==> src/rtl/ifetch_bridge.sv <==
// ifetch_bridge: 32-bit core fetch port bridged to a 64-bit valid/ready instruction memory
// through a one-entry doubleword line buffer; stalls the core while a miss is outstanding.
module ifetch_bridge #(
    parameter int          ADDR_W   = 64,
    parameter logic [31:0] NOP_INST = 32'h0000_0013
) (
    input  logic              clk,
    input  logic              rst,
    input  logic [ADDR_W-1:0] inst_addr,
    input  logic              inst_ena,
    input  logic              flush,
    output logic [31:0]       inst,
    output logic              inst_valid,
    output logic              stall,
    output logic              inst_misaligned,
    output logic              mem_req_valid,
    input  logic              mem_req_ready,
    output logic [ADDR_W-1:0] mem_req_addr,
    input  logic              mem_resp_valid,
    input  logic [63:0]       mem_resp_data
);
    typedef enum logic [1:0] {IDLE, REQ, WAIT} state_t;

    state_t            state;
    logic              buf_valid;
    logic [ADDR_W-4:0] buf_tag;
    logic [ADDR_W-4:0] req_tag;
    logic [63:0]       buf_data;
    logic              drop;
    logic              hit;
    logic              miss;

    assign inst_misaligned = inst_ena & (inst_addr[1:0] != 2'b00);
    assign hit             = inst_ena & ~inst_misaligned & buf_valid
                           & (buf_tag == inst_addr[ADDR_W-1:3]) & (state == IDLE);
    assign miss            = inst_ena & ~inst_misaligned & ~hit;
    assign inst_valid      = hit;
    assign inst            = hit ? (inst_addr[2] ? buf_data[63:32] : buf_data[31:0]) : NOP_INST;
    // Gated by rst so the core sees no stall while the bridge is held in reset.
    assign stall           = ~rst & (miss | (state != IDLE));
    assign mem_req_addr    = {req_tag, 3'b000};

    always_ff @(posedge clk or posedge rst) begin
        if (rst) begin
            state         <= IDLE;
            buf_valid     <= 1'b0;
            buf_tag       <= '0;
            buf_data      <= '0;
            req_tag       <= '0;
            drop          <= 1'b0;
            mem_req_valid <= 1'b0;
        end else begin
            case (state)
                IDLE: begin
                    if (flush) buf_valid <= 1'b0;
                    if (miss) begin
                        req_tag       <= inst_addr[ADDR_W-1:3];
                        mem_req_valid <= 1'b1;
                        state         <= REQ;
                    end
                end
                REQ: begin
                    if (flush) drop <= 1'b1;
                    if (mem_req_ready) begin
                        mem_req_valid <= 1'b0;
                        state         <= WAIT;
                    end
                end
                WAIT: begin
                    // A flush racing the fill still poisons it; drop is consumed here.
                    if (mem_resp_valid) begin
                        buf_data  <= mem_resp_data;
                        buf_tag   <= req_tag;
                        buf_valid <= ~drop & ~flush;
                        drop      <= 1'b0;
                        state     <= IDLE;
                    end else if (flush) begin
                        drop <= 1'b1;
                    end
                end
                default: state <= IDLE;
            endcase
        end
    end

`ifndef SYNTHESIS
    always @(posedge clk) begin
        if (!rst) assert (!mem_resp_valid || state == WAIT)
            else $error("ifetch_bridge: memory response outside WAIT");
    end
`endif
endmodule

==> config.mk <==
export PLATFORM = sky130hd
export DESIGN_NAME = ifetch_bridge
export DESIGN_NICKNAME = d
export VERILOG_FILES = /design/src/rtl/ifetch_bridge.sv
export SDC_FILE = /design/constraint.sdc
export NUM_CORES = 1
export LEC_CHECK = 0
export ABC_AREA = 1
export CORE_UTILIZATION = 53
export CTS_CLUSTER_SIZE = 24
export DETAILED_ROUTE_END_ITERATION = 12
export GPL_ROUTABILITY_DRIVEN = 0
export GPL_TIMING_DRIVEN = 0
export PLACE_DENSITY = 0.93
export SYNTH_ARGS = -nofsm -noshare
export SYNTH_HDL_FRONTEND = slang
export SYNTH_SLANG_ARGS = --single-unit
==> constraint.sdc <==
create_clock -name clk -period 11.6 [get_ports clk]
set_clock_uncertainty 0.2 [all_clocks]
set_input_delay 1.16 -clock clk [delete_from_list [all_inputs] [get_ports clk]]
set_output_delay 1.16 -clock clk [all_outputs]
set_load 0.005 [all_outputs]
=== After elaboration in Yosys (flattened, before gate mapping) ===
Cells that the tools add are included.

* Bits in writable memories: 0
* Memories: 0
* Output and inout port bits: 100
* Memory bits (read-only): 0
* Latch bits: 0
* Bits of input ports: 134
* Register bits after elaboration: 191

* Multipliers: 0
* Reductions and logical operators: 11
* $lt $le $gt $ge: 0
* Bitwise gates (word level): 14
* Shifts and indexed selects: 0
* Div/mod/pow operators: 0
* Equality and inequality tests: 7
* Add/subtract/negate cells: 0
* Mux-type cells: 15

{| class="wikitable"
|+ Operators with widths
! kind !! count
|-
| 32-bit 2-to-1 mux || 2
|-
| 61-bit == test || 1
|-
| 2-bit nonzero test || 5
|-
| 3-bit AND reduction || 3
|-
| 1-bit bitwise AND || 8
|-
| 2-bit != test, second input constant || 4
|-
| 1-bit 2-to-1 mux || 6
|-
| 2-bit 2-to-1 mux || 3
|-
| 1-bit case mux with 2 select lines || 3
|-
| 2-bit case mux with 3 select lines || 1
|-
| 1-bit inverter || 5
|-
| 2-bit AND reduction || 2
|-
| 2-bit by 1-bit == test with 1-bit output, second input constant || 1
|-
| 2-bit == test, second input constant || 1
|-
| 2-bit logical NOT || 1
|-
| 1-bit bitwise OR || 1
|}

=== Logic depth before layout (Yosys ltp) ===
Gate-level depths: netlist of run 1.

* Depth after elaboration: 11
* Depth in mapped cells: 17
* Depth with buffers taken out: 16

=== Worst setup path before layout of run 1 ===
OpenSTA, ideal clock, no wires.

* Kind: input to output
* Start point: in inst_addr[44]
* End point: out inst[0]
* Path buffers: 1
* Required time: 10.240 ns
* Stages on the path: 11
* Setup slack: 8.046 ns
* Data arrival time: 2.194 ns
* Cells stage by stage: inv_1 o21ai_0 nor2_1 nand2_1 nor2_1 nand2_1 nor2_1 nand2_1 clkbuf_1 inv_1 nand3_1

* Longest elaborated chain between the ends: 4

{| class="wikitable"
|+ Ends and longest elaborated chain
! element !! RTL line !! RTL
|-
| start, declared || 9 || <nowiki>input logic [ADDR_W-1:0] inst_addr,</nowiki>
|-
| 61-bit == test || 35 || <nowiki>& (buf_tag == inst_addr[ADDR_W-1:3]) & (state == IDLE);</nowiki>
|-
| 1-bit bitwise AND (2 in series) || 35 ||
|-
| net inst_valid || 13 || <nowiki>output logic inst_valid,</nowiki>
|-
| 32-bit 2-to-1 mux || 38 || <nowiki>assign inst = hit ? (inst_addr[2] ? buf_data[63:32] : buf_data[31:0]) : NOP_INST;</nowiki>
|-
| end, declared || 12 || <nowiki>output logic [31:0] inst,</nowiki>
|}

The timed path passes the listed nets, and every way through them passes these cells.

=== Worst setup path after layout of run 1 ===
* Start point: in inst_addr[44]
* End point: out inst[0]

* Longest elaborated chain between the ends: 4

{| class="wikitable"
|+ Ends and longest elaborated chain
! element !! RTL line
|-
| 61-bit == test || 35
|-
| 1-bit bitwise AND (2 in series) || 35
|-
| 32-bit 2-to-1 mux || 38
|}

Every way passes these cells.

==> run metrics, run 1 <==
CP startpoint kind=primary input; IO Pins=234; register area share after synthesis=52.1%; PwrDens=225 nW/um^2; RSZ-0062 raised after global routing=no; area grow syn2layout=35.5%; Final Cycle Share=46.8%; post-cts hold buffer count=0; H-Tree Level Count=4; Fillers=1160; status=completed; Total GRT Usage=32.5%; R2R Path End=buf_tag[35]$_DFFE_PP0P_; CTS tree=built; clock latency on the worst-skew pair=0.43 ns; Die Height=134 microns; Residual DRC=0; CP Capture Type=output port; worst endpoint required time=10.24 ns; Hold Crit Start=buf_data[35]$_DFFE_PP0P_; count of different cell masters after synthesis=27; Initial Util=54.8%; CTS Root Cell=clkbuf_16; WHS Endpoint=buf_data[35]$_DFFE_PP0P_; Wirelength per Cell=17.0 microns; GRT Residual Overflow=0; Num CTS Buffers=17; Mapped Cells=1177; final hold vios=0; Slew HR=55.5%; worst vdd ir=0.000139 V; #FFs+latches synth=191; first-pass GRT wire length=44100 microns; most frequent cells in the layout=516 x nand2_1, 229 x clkdlybuf4s50_1, 191 x dfrtp_1; Nets=1565; DIE WIDTH=134 microns; Yosys top cell by area=dfrtp_1; total core area=16800 sq um; Finished Layout Cells=1661; Post-CTS Resized=0; worst slew pin tran=0.667 ns; Yosys top cell area share=52.1%; most common cell after layout, fill and taps aside=nand2_1; clk sinks=191; share of layout cells above drive strength 1=9.92%; final setup TNS=0 ns; largest net degree at the start of global routing=116; Initial DRC Count=713; antenna violations before repair=0; Hold Path Class=reg2reg; CP max stage cell=clkdlybuf4s50_1; die area=17900 sq um; final slew viol count=0; reg2reg path depth=8; Critical R2R Launch=state[0]$_DFFE_PP0P_; placed cell count=1629; Pleak=6.17 nW; routed wire length=28200 microns; synthesized cell area=9180 sq um; Final setup viols=0; syn_area_per_cell=7.80 sq um; mean number of vias per cell=5.27; hpwl dp=20400 microns; setup bufs post-CTS=0; vias in the first global route=8708; Site Rows=47; FF-to-FF setup slack=8.87 ns; Max-Cap Viols=0; Arrival @ worst endpoint=4.06 ns; Initial DRT Pass Iterations=7; Synth warnings=0; # diodes=0; Worst Hold Depth=2; clock slew at reported path FFs=0.07 ns; Max Freq=0.184 GHz; Final ANT Viol Nets=0; minimum clock period=5.42 ns; port bufs=229; Crit path largest cell delay=0.51 ns; critical-path maximum fanout=10; clk buf depth=2; CP Class=in2out; cells along the critical path=clkdlybuf4s50_1 > inv_1 > o21ai_0 > nor2_1 > nand2_1 > nor2_1 > nand2_1 > nor2_1 > nand2_1 > clkbuf_1 > inv_1 > nand3_1 > clkdlybuf4s50_1; top cells by area, synth=dfrtp_1 52%, nand2_1 21%, inv_1 5.3%; via count=8757
## worst max-delay path by stage
stage,startpoint,to,cells past startpoint
2_1_floorplan,rst,buf_data[0]$_DFFE_PP0P_,1
3_3_place_gp,rst,buf_tag[22]$_DFFE_PP0P_,2
3_5_place_dp,inst_addr[44],inst[0],13
4_1_cts,inst_addr[44],inst[0],13
5_1_grt,inst_addr[44],inst[0],13
6_report,inst_addr[44],inst[0],13
## per-stage QoR
stage	setup slack (ns)	utilization [%]	cell area [sq um]	hold WS [ns]	total power [W]
after floorplan	5.04	-	9190	0.249	0.00168
after global placement	2.58	70.1	11800	0.261	0.00208
after detailed placement	6.34	70.3	11800	0.265	0.00214
after CTS	6.27	74.2	12400	0.283	0.00280
after global routing	6.05	74.2	12400	0.295	0.00297
final	6.18	74.2	12400	0.279	0.00280
## layout make-up
type	count	area [sq um]	area share [%]
buffer	52	322	2.59
inverter	130	508	4.08
sequential	191	4780	38.4
clock inverter	12	181	1.46
tap	220	275	2.21
clock buffer	20	467	3.75
timing repair buffer	230	2320	18.6
multi-input combinational	806	3590	28.8
## flip-flops by register name (all words and copies together) (netlist names)
signal and count:
buf_data 64, buf_tag 61, buf_valid 1, drop 1
mem_req_valid 1, req_tag 61, state 2
## cells by family (layout without fill, tap and decap cells)
group	Yosys count	after routing	synth area share [%]
and+or+nand+nor	639	639	27.8
buffers and inverters	182	444	8.95
xor gates and xnor gates	1	1	0.0954
adders and majority gates	3	3	0.409
DFF	191	191	52.1
AOI/OAI and AO/OA	160	160	10.6
other	1	3	0.0408
## report_power, final
part	switching (W)	internal (W)
Combinational	0.000500	0.000467
Clock	0.000261	0.000380
Sequential	0.000225	0.000970
## layer usage
metal / up-vias / part of all wire (%) / track usage (%)
met5: - / 0 / 0
met4: 0 / 3.5 / 16.6
met1: 4133 / 37 / 38.5
li1: 4065 / - / -
met3: 77 / 9.5 / 8.03
met2: 482 / 50 / 54.9
## critical path: cells and delay by family
| kind | cells | cell delay [ns] |
|---|---|---|
| compound gates | 1 | 0.37 |
| buf+inv | 5 | 1.72 |
| simple gates | 7 | 0.81 |
## synthesized netlist by cell type (all sizes together)
cell type,count
nand2,562
dfrtp,191
inv,129
o21ai,125
nor2,67
clkbuf,36
a21oi,32
buf,16
nand3,7
ha,3
nand4,2
a21o,1
clkinv,1
conb,1
o211ai,1
o21a,1
or2,1
xnor2,1
Power figures use the tool's default switching activity.
==> run 2: changes to the inputs <==
--- a/config.mk
+++ b/config.mk
@@ -6,12 +6,12 @@
 export NUM_CORES = 1
 export LEC_CHECK = 0
 export ABC_AREA = 1
-export CORE_UTILIZATION = 53
+export CORE_UTILIZATION = 50
 export CTS_CLUSTER_SIZE = 24
 export DETAILED_ROUTE_END_ITERATION = 12
 export GPL_ROUTABILITY_DRIVEN = 0
 export GPL_TIMING_DRIVEN = 0
-export PLACE_DENSITY = 0.93
+export PLACE_DENSITY = 0.88
 export SYNTH_ARGS = -nofsm -noshare
 export SYNTH_HDL_FRONTEND = slang
 export SYNTH_SLANG_ARGS = --single-unit
==> constraint.sdc (replaced) <==
create_clock -name clk -period 5.6 [get_ports clk]
set_clock_uncertainty 0.2 [all_clocks]
set_input_delay 0.56 -clock clk [delete_from_list [all_inputs] [get_ports clk]]
set_output_delay 0.56 -clock clk [all_outputs]
set_load 0.005 [all_outputs]
==> run 2 against run 1 <==
  * Sequential cell count unchanged
  * Largest cell class unchanged
  * Core utilization decreased by 4.6 points
  * Total power increased by 110%
  * Critical path type is now reg2out
  * Global-route usage decreased by 3.1 points
  * Die area increased by 5.9%
  * Sequential power increased by 110%
  * Non-clock buffer count increased by 4
  * Largest power group unchanged
  * Count of clock-buffer cells in the layout unchanged
  * Combinational power increased by 100%
  * Register-to-register slack got worse by 6.0 ns
==> run metrics, run 2 (synthesis gave the netlist of run 1 again) <==
total core area=18000 sq um (+7.2%); final slew viol count=0 (unchanged); Biggest register=buf_data; Comb pwr share=34.5% (about the same); internal power=0.00375 W (+110%); worst endpoint required time=4.84 ns (-5.40 ns); Num CTS Buffers=17 (unchanged); Die Height=138 microns (+2.9%); CP Class=reg2out; Worst Setup SP=state[1]$_DFFE_PP0P_; sequential share of power=42.9% (+0.3 points); setup bufs post-CTS=0 (unchanged); Largest register FFs=64 (unchanged); largest net degree at the start of global routing=42 (-64%); vias in the first global route=8254 (-5.2%); reg2reg path depth=16 (+8); Fillers=1360 (+17%); port bufs=229 (unchanged); Pleak=6.19 nW (+0.20%); H-Tree Level Count=4 (unchanged); Initial DRT Pass Iterations=5 (-2); Nets=1569 (+0.26%); CTS Root Cell=clkbuf_16; routed wire length=27200 microns (-3.5%); Final ANT Viol Nets=0 (unchanged); WP buf/inv=5 (unchanged); Crit path largest cell delay=0.48 ns (-0.03 ns); Pwr Total=0.00575 W (+110%); IO Pins=234 (unchanged); Site Rows=49 (+4.3%); Worst Setup Slack, final=1.44 ns (-4.74 ns); antenna violations before repair=1 (+1); CTS tree=built; Max Freq=0.240 GHz; final hold vios=0 (unchanged); Wirelength per Cell=16.3 microns (-4.3%); Switch Pwr=0.00200 W (+100%); GRT Residual Overflow=0 (unchanged); Crit path depth=15 (+2); Final Cycle Share=74.4%; Initial DRC Count=683 (-4.2%); critical-path maximum fanout=10 (unchanged); most common cell after layout, fill and taps aside=nand2_1; crit path capture=inst[0]; post-cts hold buffer count=0 (unchanged); status=completed; mean number of vias per cell=5.16 (-2.2%); area grow syn2layout=36.2%; share of layout cells above drive strength 1=10.0% (+0.11 points); DIE WIDTH=138 microns (+2.9%); Total GRT Usage=29.4% (-3.1 points); pre-CTS setup slack=1.50 ns (-4.83 ns); Initial Util=51.1% (-3.7 points); clock slew at reported path FFs=0.07 ns (about the same); worst slew pin tran=0.719 ns (+0.0514 ns); CP max stage cell=clkdlybuf4s50_1; worst vdd ir=0.000252 V (+81%); Worst Hold Depth=2 (unchanged); cells along the critical path=inv_1 > ha_1 > nand2_1 > inv_1 > nand2_1 > nor2_1 > nand2_1 > nor2_1 > nand2_1 > nor2_1 > nand2_1 > clkbuf_1 > inv_1 > nand3_1 > clkdlybuf4s50_1; Residual DRC=0 (unchanged); first-pass GRT wire length=41700 microns (-5.4%); clk sinks=191 (unchanged); Critical R2R Launch=state[1]$_DFFE_PP0P_; sw frac=34.8% (-0.32 points); # diodes=0 (unchanged); Largest regs=buf_data (64), buf_tag (61), req_tag (61); Hold Path Class=reg2reg; hpwl dp=20300 microns (-0.43%); PwrDens=460 nW/um^2 (+100%); Post-CTS Resized=0 (unchanged); via count=8635 (-1.4%); clock share of power=22.7% (-0.2 points); die area=18900 sq um (+5.9%); Max-Cap Viols=0 (unchanged); Final setup viols=0 (unchanged); clk buf depth=2 (unchanged); minimum clock period=4.16 ns; Slew HR=52.1% (-3.4 points); R2R Path End=req_tag[43]$_DFFE_PP0P_; cell repeated most along the worst path=nand2_1; Arrival @ worst endpoint=3.40 ns (-0.66 ns); FF-to-FF setup slack=2.82 ns (-6.05 ns); final setup TNS=0 ns (unchanged); Largest delay share family, worst path=buffers and inverters; clock latency on the worst-skew pair=0.43 ns (about the same); most frequent cells in the layout=516 x nand2_1, 229 x clkdlybuf4s50_1, 191 x dfrtp_1; CP startpoint kind=register; CP Capture Type=output port; RSZ-0062 raised after global routing=no
run 2: power groups by stage:
stage / combinational [W] / sequential, W / clock (W)
after floorplan: 0.00110 / 0.00238 / 0
after global placement: 0.00188 / 0.00244 / 0
after detailed placement: 0.00197 / 0.00246 / 0
after CTS: 0.00199 / 0.00245 / 0.00132
after global routing: 0.00221 / 0.00253 / 0.00137
final: 0.00198 / 0.00246 / 0.00130
run 2: worst min path at each step:
stage	from	endpoint
floorplan	buf_data[48]$_DFFE_PP0P_	buf_data[48]$_DFFE_PP0P_
global placement	buf_data[6]$_DFFE_PP0P_	buf_data[6]$_DFFE_PP0P_
detailed placement	buf_data[14]$_DFFE_PP0P_	buf_data[14]$_DFFE_PP0P_
CTS	buf_data[14]$_DFFE_PP0P_	buf_data[14]$_DFFE_PP0P_
global route	buf_data[3]$_DFFE_PP0P_	buf_data[3]$_DFFE_PP0P_
finish	buf_data[35]$_DFFE_PP0P_	buf_data[35]$_DFFE_PP0P_
run 2: metal layers:
layer,wire [microns],GRT usage (%),vias up
li1,-,-,4076
met1,11000,37.5,4064
met2,13000,49.0,435
met3,2450,5.74,58
met4,751,12.1,2
met5,14,0,-
run 2: worst register-to-register path: stages, from the launching register on:
cell	delay, ns
dfrtp_1	0.42
inv_1	0.09
ha_1	0.26
nand2_1	0.08
inv_1	0.14
nand2_1	0.08
nor2_1	0.10
nand2_1	0.08
nor2_1	0.13
nand2_1	0.07
nor2_1	0.15
nand2_1	0.22
nand2_4	0.18
nor2_8	0.07
clkinv_8	0.11
buf_6	0.21
o21ai_2	0.08
run 2: final cells by class:
class | instances | area (sq um) | area share (%)
clock inverters | 12 | 184 | 1.47
well taps | 229 | 287 | 2.29
repair buffers | 234 | 2390 | 19.1
multi-input cells | 806 | 3590 | 28.7
plain buffers | 52 | 322 | 2.57
clock buffers | 20 | 447 | 3.57
inverters | 130 | 504 | 4.03
flip-flops and latches | 191 | 4780 | 38.2
run 2: per-stage QoR:
stage                     instance area, sq um  hold WS, ns  cells  util, %
after floorplan                           9190        0.249   1179        -
after global placement                   11800        0.262   1637     65.5
after detailed placement                 11900        0.265   1642     66.1
after CTS                                12500        0.283   1674     69.6
after global routing                     12500        0.294   1674     69.6
final                                    12500        0.279   1674     69.6
